===== src/rtl/cpu16_pkg.sv =====
// Shared definitions for the 16-bit CPU: word width, opcode field values
// and the fetch-unit state encoding.
package cpu16_pkg;

    localparam int WORD_W = 16;

    localparam logic [3:0] OP_LOGIC = 4'b0000;
    localparam logic [3:0] OP_ARITH = 4'b0001;
    localparam logic [3:0] OP_SHIFT = 4'b0010;
    localparam logic [3:0] OP_ADDI  = 4'b1001;
    localparam logic [3:0] OP_SUBI  = 4'b1010;
    localparam logic [3:0] OP_SLTI  = 4'b1011;
    localparam logic [3:0] OP_LW    = 4'b1100;
    localparam logic [3:0] OP_SW    = 4'b1101;
    localparam logic [3:0] OP_BEQ   = 4'b1111;

    typedef enum logic {
        FETCH = 1'b0,
        ISSUE = 1'b1
    } fetch_state_e;

endpackage


===== src/rtl/program_counter.sv =====
// Program counter register with its next-PC selection: hold, step, redirect, reset.
// Also exposes PC+PCStep so the fetch unit can latch it without a second adder.
module program_counter
    import cpu16_pkg::*;
#(
    parameter int                   DataWidth   = WORD_W,
    parameter logic [DataWidth-1:0] ResetVector = '0,
    parameter int                   PCStep      = 2
) (
    input  logic                 Clock,
    input  logic                 Reset,
    input  logic                 i_advance,
    input  logic                 i_redirect,
    input  logic [DataWidth-1:0] i_target,
    output logic [DataWidth-1:0] o_pc,
    output logic [DataWidth-1:0] o_pc_inc
);

    logic [DataWidth-1:0] r_pc;
    logic [DataWidth-1:0] w_pc_next;
    logic [DataWidth-1:0] w_pc_inc;

    // Wraps modulo 2^DataWidth by truncation.
    assign w_pc_inc = r_pc + DataWidth'(PCStep);

    always_comb begin
        w_pc_next = r_pc;
        if (i_redirect) begin
            w_pc_next = {i_target[DataWidth-1:1], 1'b0};
        end else if (i_advance) begin
            w_pc_next = w_pc_inc;
        end
    end

    always_ff @(posedge Clock) begin
        if (Reset) begin
            r_pc <= ResetVector;
        end else begin
            r_pc <= w_pc_next;
        end
    end

    assign o_pc     = r_pc;
    assign o_pc_inc = w_pc_inc;

endmodule


===== src/rtl/instruction_fetch_unit.sv =====
// Fetches 16-bit instruction words over a req/ack handshake and presents
// them with their opcode and PC+2 to decode; honours stall and branch redirect.
module instruction_fetch_unit
    import cpu16_pkg::*;
#(
    parameter int                   DataWidth   = WORD_W,
    parameter logic [DataWidth-1:0] ResetVector = '0,
    parameter int                   PCStep      = 2
) (
    input  logic                 Clock,
    input  logic                 Reset,
    output logic                 IMemReq,
    output logic [DataWidth-1:0] IMemAddr,
    input  logic                 IMemAck,
    input  logic [DataWidth-1:0] IMemData,
    input  logic                 Stall,
    input  logic                 BranchTaken,
    input  logic [DataWidth-1:0] BranchTarget,
    output logic [DataWidth-1:0] Instruction,
    output logic [3:0]           OPCode,
    output logic [DataWidth-1:0] PCPlus2,
    output logic                 InstrValid
);

    fetch_state_e         r_state;
    fetch_state_e         w_state_next;
    logic [DataWidth-1:0] r_instr;
    logic [DataWidth-1:0] r_pcplus2;
    logic [DataWidth-1:0] w_pc;
    logic [DataWidth-1:0] w_pc_inc;
    logic                 w_load;
    logic                 w_advance;
    logic                 w_req;
    logic                 w_valid;

    program_counter #(
        .DataWidth   (DataWidth),
        .ResetVector (ResetVector),
        .PCStep      (PCStep)
    ) u_pc (
        .Clock      (Clock),
        .Reset      (Reset),
        .i_advance  (w_advance),
        .i_redirect (BranchTaken),
        .i_target   (BranchTarget),
        .o_pc       (w_pc),
        .o_pc_inc   (w_pc_inc)
    );

    // A redirect wins over both a same-cycle Ack and Stall.
    always_comb begin
        w_state_next = r_state;
        w_load       = 1'b0;
        w_advance    = 1'b0;
        w_req        = 1'b0;
        w_valid      = 1'b0;
        case (r_state)
            FETCH: begin
                w_req = !Reset;
                if (!BranchTaken && IMemAck) begin
                    w_load       = 1'b1;
                    w_state_next = ISSUE;
                end
            end
            ISSUE: begin
                w_valid = 1'b1;
                if (!BranchTaken && !Stall) begin
                    w_advance    = 1'b1;
                    w_state_next = FETCH;
                end
            end
            default: w_state_next = FETCH;
        endcase
        if (BranchTaken) begin
            w_state_next = FETCH;
        end
    end

    always_ff @(posedge Clock) begin
        if (Reset) begin
            r_state   <= FETCH;
            r_instr   <= '0;
            r_pcplus2 <= '0;
        end else begin
            r_state <= w_state_next;
            if (w_load) begin
                r_instr   <= IMemData;
                r_pcplus2 <= w_pc_inc;
            end
        end
    end

    assign IMemReq     = w_req;
    assign IMemAddr    = w_pc;
    assign Instruction = r_instr;
    assign OPCode      = r_instr[DataWidth-1 -: 4];
    assign PCPlus2     = r_pcplus2;
    assign InstrValid  = w_valid;

endmodule

===== config.mk =====
export PLATFORM = sky130hd
export DESIGN_NAME = instruction_fetch_unit
export DESIGN_NICKNAME = d
export VERILOG_FILES = /design/src/rtl/cpu16_pkg.sv /design/src/rtl/program_counter.sv /design/src/rtl/instruction_fetch_unit.sv
export SDC_FILE = /design/constraint.sdc
export NUM_CORES = 1
export LEC_CHECK = 0
export ABC_AREA = 1
export CELL_PAD_IN_SITES_DETAIL_PLACEMENT = 1
export CELL_PAD_IN_SITES_GLOBAL_PLACEMENT = 2
export CORE_MARGIN = 8
export CORE_UTILIZATION = 23
export DETAILED_ROUTE_END_ITERATION = 8
export PLACE_DENSITY = 0.79
export SYNTH_ARGS = -nofsm -noshare
export SYNTH_HDL_FRONTEND = slang
export SYNTH_HIERARCHICAL = 1
export SYNTH_SLANG_ARGS = --single-unit
export TNS_END_PERCENT = 30

===== constraint.sdc =====
create_clock -name Clock -period 1.6 [get_ports Clock]
set_input_delay 0.16 -clock Clock [delete_from_list [all_inputs] [get_ports Clock]]
set_output_delay 0.16 -clock Clock [all_outputs]
set_load 0.02 [all_outputs]

==> flow_summary.json <==
{
  "status": "finished, final reports clean",
  "tightest_slew_ns": 0.654,
  "synth-simple-area-share": 0.307,
  "setup-tns-final_ns": 0,
  "io_buffers": 88,
  "cts_tree": "done",
  "crit_type": "reg2reg",
  "grt_pass1_vias": 2740,
  "drv_slew": 0,
  "synth_edf_count": 0,
  "rr_worst_depth": 5,
  "crit_required_ns": 1.85,
  "core_um2": 10800,
  "post-route-period-util": 0.969,
  "synth_ff_type": "dfxtp_1",
  "ys_ff_latch": 48,
  "met3_wirelength_um": 608,
  "ir_drop_v": 0.000311,
  "place_inst": 584,
  "power.density_nw_per_um2": 751,
  "groute.usage.overall": 0.114,
  "layout_commonest_cell": "clkdlybuf4s50_1",
  "clk_path_buf_depth": 2,
  "post-route-min-period_ns": 1.55,
  "startpoint_type": "flip-flop",
  "r2r_end": "u_pc/o_pc[2]",
  "wl_um": 8330,
  "drc": 0,
  "endpoint": "u_pc/o_pc[2]",
  "yosysSeqAreaShare": 0.378,
  "finalSetupViolCount": 0,
  "cts_buffers": 5,
  "synthCells": 366,
  "crit_start": "r_state",
  "top_layer": "met4",
  "maxCapViolCount": 0,
  "relSlewSlack": 0.564,
  "syn_area_per_cell_um2": 6.95,
  "hold_viol_final": 0,
  "h-tree-depth": 2,
  "grt_pass1_wl_um": 13800,
  "layout_common_cells": "clkdlybuf4s50_1 (75), nand2_1 (72), inv_1 (45)",
  "ff2ff_setup_slack_ns": 0.05,
  "nets": 489,
  "drive_above_1_share": 0.124,
  "synthMuxAreaShare": 0,
  "vias": 2589,
  "post-cts-setup-buffers": 0,
  "synthXorXnorAreaFrac": 0.0300,
  "async_reset_ff_frac": 0,
  "fillers": 1333,
  "final_antenna_net_count": 0,
  "cts.sinks": 48,
  "drt_iter0_drc": 105,
  "grt_max_degree": 47,
  "io_pins": 91,
  "ys_warn_count": 6,
  "synth_top_family_by_area": "simple AND/OR/NAND/NOR gates",
  "clk_pin_slew_ns": 0.09,
  "initial_core_util": 0.236,
  "die_y_um": 121,
  "root_buffer": "clkbuf_8",
  "synthAdderAreaFrac": 0.00492,
  "grt.overflow.total": 0,
  "finClkSkew_ns": 0.00831,
  "worstReg2RegStart": "r_state",
  "met1Wirelength_um": 3930,
  "rsz0062_at_grt": "true",
  "syn2layout_area_growth_pct": 46.7,
  "whs_ns": 0.362,
  "routabilityCongestion": 0.753,
  "synth.distinct_cells": 31,
  "seq_area_um2": 968,
  "multi_input_area_um2": 1250,
  "cp_max_fo": 15,
  "crit_arrival_ns": 1.80,
  "p_total_mw": 2.80,
  "vias_per_cell": 4.37,
  "stdcell_count": 592,
  "p_leak_nw": 1.64,
  "dieArea_um2": 14700,
  "rows": 38,
  "drtPass1Iterations": 4,
  "met2WireLength_um": 3730,
  "holdBufCountCts": 0,
  "hp-class": "in2reg",
  "post_cts_resized": 9,
  "syn-cell-area_um2": 2540,
  "endpoint_kind": "flip-flop",
  "clock.fmax_mhz": 645,
  "grt_antenna_before_repair": 0,
  "dp.final_hpwl_um": 6350,
  "wl_per_cell_um": 14.1,
  "fp.dieW_um": 121,
  "antenna_cells": 0,
  "insertion_delay_ns": 0.30,
  "synth_compound_area_frac": 0.138
}
[synthesized netlist by cell type, types with 2 or more instances]
| library cell | count | share of area |
|---|---|---|
| nand3_1 | 39 | 0.077 |
| nor2_2 | 2 | 0.0049 |
| buf_6 | 6 | 0.027 |
| and2_2 | 2 | 0.0059 |
| nand4_1 | 3 | 0.0074 |
| xnor2_1 | 2 | 0.0069 |
| clkbuf_1 | 5 | 0.0074 |
| o21bai_1 | 2 | 0.0059 |
| xor2_1 | 3 | 0.010 |
| inv_1 | 46 | 0.068 |
| a22oi_1 | 10 | 0.030 |
| nand2_2 | 4 | 0.0098 |
| dfxtp_1 | 48 | 0.38 |
| nor2_1 | 41 | 0.061 |
| nand2_1 | 73 | 0.11 |
| a31o_2 | 2 | 0.0069 |
| buf_4 | 6 | 0.018 |
| nor2_4 | 4 | 0.018 |
| a31oi_1 | 3 | 0.0074 |
| xnor2_2 | 2 | 0.013 |
| buf_2 | 10 | 0.020 |
| a21oi_1 | 43 | 0.085 |
| nand3_2 | 2 | 0.0079 |
[cell families (layout without fill, tap and decap cells)]
| group | count (synthesis) | in the layout |
|---|---|---|
| xor+xnor | 7 | 7 |
| other cells | 1 | 2 |
| flops | 48 | 48 |
| fa+ha+maj | 1 | 1 |
| compound gates | 62 | 62 |
| simple gates | 173 | 173 |
| buf+inv | 74 | 159 |
[flip-flops by register name (all words and copies together), names as in the netlist]
name         flops
u_pc/o_pc       15
Instruction     16
r_state          1
PCPlus2         16
[worst max-delay path, cell delays in order (launching register included)]
cell and delay, ns:
dfxtp_1 0.37, nor3b_2 0.19, nor2_2 0.51, nand2_1 0.12, a31o_2 0.26, inv_1 0.05
[layout make-up]
cell class | instances | area share
Multi-Input combinational cell | 245 | 0.335
Timing Repair Buffer | 105 | 0.287
Sequential cell | 48 | 0.260
Tap cell | 140 | 0.0470
Inverter | 46 | 0.0463
Clock buffer | 6 | 0.0221
Clock inverter | 2 | 0.00268
[how the worst min path moves through the flow]
stage / slack, ns / start / depth (start not counted) / endpoint
after floorplan: 0.23 / Reset / 1 / u_pc/o_pc[3]
after global routing: 0.37 / IMemAck / 3 / Instruction[11]
after global placement: 0.46 / PCPlus2[15] / 2 / PCPlus2[15]
final: 0.36 / IMemAck / 3 / Instruction[11]
after detailed placement: 0.48 / Instruction[3] / 2 / Instruction[3]
after CTS: 0.35 / IMemAck / 3 / Instruction[11]
[metal layers]
metal / vias to the layer above / GRT usage
met5: - / 0
met4: 0 / 0.0278
met3: 5 / 0.0396
met2: 68 / 0.188
met1: 1190 / 0.138
li1: 1326 / -
[through the flow]
stage               utilization  setup slack [ns]  area [µm²]
global route              0.345           -0.0361        3730
detailed placement        0.334            -0.203        3610
CTS                       0.342          -0.00694        3700
floorplan                     -            0.0366        2550
finish                    0.345            0.0490        3730
global placement          0.334            -0.109        3610
[power breakdown]
group	switching [mW]	internal [mW]	total, mW
Clock	0.415	0.346	0.761
Combinational	0.363	0.341	0.704
Sequential	0.0628	1.27	1.33
Note: power is estimated with default switching activity, not from simulation.
